`config.mk`:
```
export PLATFORM = sky130hd
export DESIGN_NAME = bg_pixel_shifter
export DESIGN_NICKNAME = d
export VERILOG_FILES = /design/src/rtl/ppu_bg_pkg.sv /design/src/rtl/bg_shift_plane.sv /design/src/rtl/bg_pixel_shifter.sv
export SDC_FILE = /design/constraint.sdc
export NUM_CORES = 1
export LEC_CHECK = 0
export ABC_AREA = 1
export CAP_MARGIN = 25
export CORE_AREA = 5 5 72 74
export CTS_BUF_LIST = sky130_fd_sc_hd__clkbuf_4 sky130_fd_sc_hd__clkbuf_8
export DETAILED_ROUTE_END_ITERATION = 8
export DIE_AREA = 0 0 77 79
export PLACE_DENSITY = 0.93
export RECOVER_POWER = 50
export SLEW_MARGIN = 20
export SYNTH_ARGS = -nofsm -noshare
export SYNTH_HDL_FRONTEND = slang
export SYNTH_HIERARCHICAL = 1
export SYNTH_SLANG_ARGS = --single-unit
```
`constraint.sdc`:
```
create_clock -name clock -period 2.3 [get_ports clock]
set_input_delay 0.23 -clock clock [delete_from_list [all_inputs] [get_ports clock]]
set_output_delay 0.23 -clock clock [all_outputs]
set_load 0.01 [all_outputs]
```
`src/rtl/ppu_bg_pkg.sv`:
```
// Shared constants, pixel type and masking rule for the background pixel pipeline.
package ppu_bg_pkg;

  localparam int SHIFT_W     = 16;
  localparam int ATTR_W      = 8;
  localparam int LEFT_CLIP_W = 8;

  typedef struct packed {
    logic [1:0] attr;
    logic [1:0] pattern;
  } bg_pixel_t;

  // Transparent pixels drop their attribute so downstream priority logic sees a clean zero.
  function automatic bg_pixel_t bg_mask(input bg_pixel_t pixel,
                                        input logic [7:0] pixelX,
                                        input logic       showBackground,
                                        input logic       showLeftBackground);
    bg_pixel_t res;
    res = pixel;
    if (!showBackground) begin
      res = '0;
    end else if ((pixelX < 8'(LEFT_CLIP_W)) && !showLeftBackground) begin
      res = '0;
    end
    if (res.pattern == 2'b00) begin
      res = '0;
    end
    return res;
  endfunction

endpackage

```
`src/rtl/bg_shift_plane.sv`:
```
// One bit-plane of the background serialiser: pattern shifter, attribute shifter
// and attribute latch, with a fine-X tap on each shifter.
module bg_shift_plane
  import ppu_bg_pkg::*;
(
  input  logic       clock,
  input  logic       reset,
  input  logic       clock_en,
  input  logic       shift_en,
  input  logic       reload_en,
  input  logic [7:0] tile_byte,
  input  logic       attr_bit,
  input  logic [2:0] fine_x,
  output logic       pat_bit,
  output logic       att_bit
);

  localparam int PAT_IDX_W = $clog2(SHIFT_W);
  localparam int ATT_IDX_W = $clog2(ATTR_W);

  logic [SHIFT_W-1:0]   pat_q, pat_d;
  logic [ATTR_W-1:0]    att_q, att_d;
  logic                 lat_q, lat_d;
  logic [PAT_IDX_W-1:0] pat_idx;
  logic [ATT_IDX_W-1:0] att_idx;

  // Shift happens before reload so the attribute shifter takes the old latch value.
  always_comb begin
    pat_d = pat_q;
    att_d = att_q;
    lat_d = lat_q;
    if (clock_en) begin
      if (shift_en) begin
        pat_d = {pat_q[SHIFT_W-2:0], 1'b0};
        att_d = {att_q[ATTR_W-2:0], lat_q};
      end
      if (reload_en) begin
        pat_d[7:0] = tile_byte;
        lat_d      = attr_bit;
      end
    end
  end

  always_ff @(posedge clock) begin
    if (reset) begin
      pat_q <= '0;
      att_q <= '0;
      lat_q <= 1'b0;
    end else begin
      pat_q <= pat_d;
      att_q <= att_d;
      lat_q <= lat_d;
    end
  end

  always_comb begin
    pat_idx = PAT_IDX_W'(SHIFT_W - 1) - PAT_IDX_W'(fine_x);
    att_idx = ATT_IDX_W'(ATTR_W - 1) - ATT_IDX_W'(fine_x);
    pat_bit = pat_q[pat_idx];
    att_bit = att_q[att_idx];
  end

endmodule

```
`src/rtl/bg_pixel_shifter.sv`:
```
// Background pixel shifter: two bit-planes, fine-X select, masking and a
// registered 4-bit palette index per dot.
module bg_pixel_shifter
  import ppu_bg_pkg::*;
(
  input  logic       clock,
  input  logic       reset,
  input  logic       clock_EN,
  input  logic       shift_EN,
  input  logic       reload_EN,
  input  logic [7:0] tileLowByte,
  input  logic [7:0] tileHighByte,
  input  logic [1:0] tileAttribute_REG,
  input  logic [2:0] fineX,
  input  logic [7:0] pixelX,
  input  logic       showBackground,
  input  logic       showLeftBackground,
  output logic [3:0] pixel_OUT,
  output logic       opaque_OUT
);

  logic      p0, p1, a0, a1;
  bg_pixel_t raw_pix;
  bg_pixel_t masked_pix;
  bg_pixel_t pix_q, pix_d;
  logic      opq_q, opq_d;

  bg_shift_plane u_plane0 (
    .clock     (clock),
    .reset     (reset),
    .clock_en  (clock_EN),
    .shift_en  (shift_EN),
    .reload_en (reload_EN),
    .tile_byte (tileLowByte),
    .attr_bit  (tileAttribute_REG[0]),
    .fine_x    (fineX),
    .pat_bit   (p0),
    .att_bit   (a0)
  );

  bg_shift_plane u_plane1 (
    .clock     (clock),
    .reset     (reset),
    .clock_en  (clock_EN),
    .shift_en  (shift_EN),
    .reload_en (reload_EN),
    .tile_byte (tileHighByte),
    .attr_bit  (tileAttribute_REG[1]),
    .fine_x    (fineX),
    .pat_bit   (p1),
    .att_bit   (a1)
  );

  // Output samples the pre-shift taps, so it updates on hold dots too.
  always_comb begin
    raw_pix.attr    = {a1, a0};
    raw_pix.pattern = {p1, p0};
    masked_pix      = bg_mask(raw_pix, pixelX, showBackground, showLeftBackground);
    pix_d           = pix_q;
    opq_d           = opq_q;
    if (clock_EN) begin
      pix_d = masked_pix;
      opq_d = (masked_pix.pattern != 2'b00);
    end
  end

  always_ff @(posedge clock) begin
    if (reset) begin
      pix_q <= '0;
      opq_q <= 1'b0;
    end else begin
      pix_q <= pix_d;
      opq_q <= opq_d;
    end
  end

  assign pixel_OUT  = pix_q;
  assign opaque_OUT = opq_q;

endmodule

```
==> impl_metrics.csv <==
group,metric,value,unit
cts,cts_tree,"built",
synth,syn_inst,376,
synth,synth-seq-area-share,43.1,%
drt,post_drt_wl_per_cell,11.5,um
min_path,hold_path.class,"reg -> reg",
critical_path,worst_setup_path_start_kind,"input port",
critical_path,ff2ff_setup_slack,1.01,ns
layout,utilization,66.5,%
cts,cts_root_buffer,"clkbuf_8",
global_routing,grt_usage,18.3,%
drt,vias,2386,
sta,fin_setup_tns,0,ns
pwr,ir_drop,0.000449,V
min_path,hold_start,"u_plane0/att_q[7]",
critical_path,path_class,"in -> reg",
job,maxCapViolCount,0,
critical_path,worstPathCellList,"dlygate4sd3_1 -> nand2_1 -> nand2_4 -> inv_4 -> nor2_1 -> nor2_1",
synth,ys_ff_latch,55,
place,port_buffers,37,
pwr,p_comb_share,15.6,%
floorplanning,die_y,79,um
cts,cts_num_sinks,55,
critical_path,cp_slowest_cell,"dlygate4sd3_1",
pwr,p_int,1.48,mW
synth,syn-num-nets,412,
outcome,status,"completed",
synth,ys_top_cells_by_area,"dfxtp_1, o21ai_0, nand2_1",
pwr,power.density,657,nW/um^2
synth,syn_area_per_cell,6.79,um^2
pwr,p_sw_share,25.4,%
min_path,holdPathEnd,"u_plane0/att_q[7]",
cts,cts_buffers,5,
sta,fin_skew,0.0122,ns
pwr,pwr-share-clk,31.7,%
drt,drtAntennaViolNets,0,
sta,setup_slack,0.405,ns
layout,nets,444,
place,hpwlAfterDp,3790,um
global_routing,antenna_found_initial,0,
critical_path,crit_family,"simple AND/OR/NAND/NOR gates",
critical_path,reg2reg_to,"opaque_OUT",
critical_path,path_depth,6,
sta,setup_viol,0,
floorplanning,die_area,6080,um^2
floorplanning,core-area,4540,um^2
global_routing,grt_first_pass_wirelength,9220,um
synth,synth_top_area_share,43.1,%
pwr,leakage,1.34,nW
synth,yosysWarnings,6,
global_routing,grt_pass1_vias,2228,
synth,syn-cell-area,2550,um^2
drt,post-route-drc-count,0,
min_path,min_path_cells,2,
sta,slew_violations,0,
global_routing,grt-ovfl-total,0,
synth,yosysTopAreaCell,"dfxtp_1",
layout,fin_cells,462,
floorplanning,io_pins,41,
cts,cts_max_level,2,
place,place_congestion,0.834,
sta,fin_crit_sh,82.4,%
place,dp_cells,455,
layout,layout-drive-gt1-share,5.88,%
sta,max_freq,528,MHz
layout,area_growth,18.1,%
sta,rsz0062_at_grt,"false",
cts,post_cts_resized,0,
pwr,power.switching,503,uW
synth,synth.distinct_cells,20,
critical_path,crit_path_max_fanout,33,
cts,clk_pin_slew,0.09,ns
critical_path,required,2.51,ns
global_routing,grt_max_degree,34,
drt,drt_iter0_drc,171,
critical_path,reg2regPathDepth,12,
critical_path,cp.arrival,2.10,ns
drt,via_per_inst,5.16,
cts,ctsHoldBuffers,0,
sta,period_needed,1.89,ns
sta,max_slew_margin,40.5,%
sta,tightest_slew,0.891,ns
place,post-place-ws,0.224,ns
floorplanning,die_x,77,um
sta,hold_viol,0,
critical_path,cpMostUsedCell,"nor2_1",
cts,cts_max_path_buffers,2,
floorplanning,core.rowCount,25,
drt,drt_pass1_iterations,5,
critical_path,slowest_delay,0.69,ns
drt,wl,5300,um
floorplanning,start_util,56.3,%
critical_path,crit_path_end_kind,"flip-flop",
cts,insertion_delay,0.31,ns
pwr,sequentialPowerShare,52.6,%
critical_path,reg2reg_from,"u_plane0/pat_q[12]",
sta,whs,0.456,ns
layout,diodes,0,
critical_path,critical_path_buf_inv_count,2,
cts,postCtsSetupRepairBufs,0,
==> worst max path at each step <==
stage | from | to | slack [ns]
2_1_floorplan | fineX[0] | opaque_OUT | 1.09
3_3_place_gp | fineX[0] | opaque_OUT | 0.25
3_5_place_dp | fineX[0] | pixel_OUT[2] | 0.22
4_1_cts | fineX[0] | pixel_OUT[2] | 0.53
5_1_grt | clock_EN | u_plane1/pat_q[1] | 0.26
6_report | clock_EN | u_plane1/pat_q[5] | 0.41
==> state kept, by name, indices dropped and copies added, names as in the netlist <==
signal and count:
u_plane1/lat_q 1, u_plane1/att_q 8, opaque_OUT 1, u_plane0/lat_q 1, u_plane0/att_q 8, pixel_OUT 4, u_plane0/pat_q 16, u_plane1/pat_q 16
==> cells by family (layout without fill, tap and decap cells) <==
family,count (synthesis),in the layout,share of synthesized area (%)
AND/OR/NAND/NOR,143,143,23.8
AO/OA/AOI/OAI,101,101,20.0
buffers and inverters,77,109,13.1
flip-flops,55,55,43.1
==> through the flow <==
stage                     cell area (um^2)  power (mW)
after CTS                             3020        2.00
after detailed placement              2910        1.37
after global routing                  3010        2.09
final                                 3010        1.98
after global placement                2910        1.36
after floorplan                       2550        1.26
==> worst min-delay path, delay by kind of cell (launching register included) <==
kind	cells	cell delay, ns
AO/OA/AOI/OAI	1	0.05
buffers and inverters	1	0.06
flip-flops	1	0.31
==> synthesized netlist by cell type <==
master,count
a21oi_1,38
a21oi_2,1
buf_2,6
buf_4,4
buf_6,2
clkbuf_2,2
clkinv_1,1
dfxtp_1,55
inv_1,58
inv_2,2
inv_4,2
nand2_1,79
nand2_2,5
nand2_4,2
nand3_1,16
nand3_2,3
nor2_1,36
nor2_2,2
o21ai_0,60
o21ai_1,2
==> power by group through the flow <==
stage / Combinational, mW / Sequential [mW] / Clock, mW
2_1_floorplan: 0.204 / 1.06 / 0
3_3_place_gp: 0.297 / 1.06 / 0
3_5_place_dp: 0.307 / 1.06 / 0
4_1_cts: 0.311 / 1.04 / 0.643
5_1_grt: 0.354 / 1.05 / 0.682
6_report: 0.309 / 1.04 / 0.628
==> metal layers <==
layer / part of all wire (%) / GRT usage, % / routed length [um] / up-vias
met4: 1.6 / 7.90 / 87 / 0
met1: 46 / 22.0 / 2420 / 1086
met5: 0 / 0 / 0 / -
met3: 4.2 / 4.42 / 222 / 7
met2: 49 / 31.2 / 2570 / 52
li1: - / - / - / 1241
==> cell type report <==
| class | instances | area (um^2) |
|---|---|---|
| multi-input cells | 244 | 1110 |
| well taps | 54 | 67.6 |
| clock buffers | 6 | 76.3 |
| inverters | 63 | 241 |
| fillers | 375 | 1520 |
| clock inverters | 1 | 30.0 |
| flip-flops and latches | 55 | 1100 |
| repair buffers | 39 | 385 |
==> cells in the final DEF, fill, tap and decap left out <==
| cell type | synthesis | layout |
|---|---|---|
| nand2_1 | 79 | 81 |
| o21ai_0 | 60 | 61 |
| inv_1 | 58 | 58 |
| dfxtp_1 | 55 | 55 |
| a21oi_1 | 38 | 38 |
| nor2_1 | 36 | 36 |
| clkdlybuf4s50_1 | 0 | 30 |
| nand3_1 | 16 | 16 |
| dlygate4sd3_1 | 0 | 7 |
| clkbuf_8 | 0 | 5 |
| nand3_2 | 3 | 3 |
| nand2_2 | 5 | 3 |
| nor2_2 | 2 | 2 |
| inv_2 | 2 | 2 |
| nand2_4 | 2 | 2 |
| inv_4 | 2 | 2 |
| buf_4 | 4 | 2 |
| clkinv_1 | 1 | 1 |
| a21oi_2 | 1 | 1 |
| clkbuf_4 | 0 | 1 |
| bufinv_16 | 0 | 1 |
| o21ai_1 | 2 | 1 |
Power figures use the tool's default switching activity.
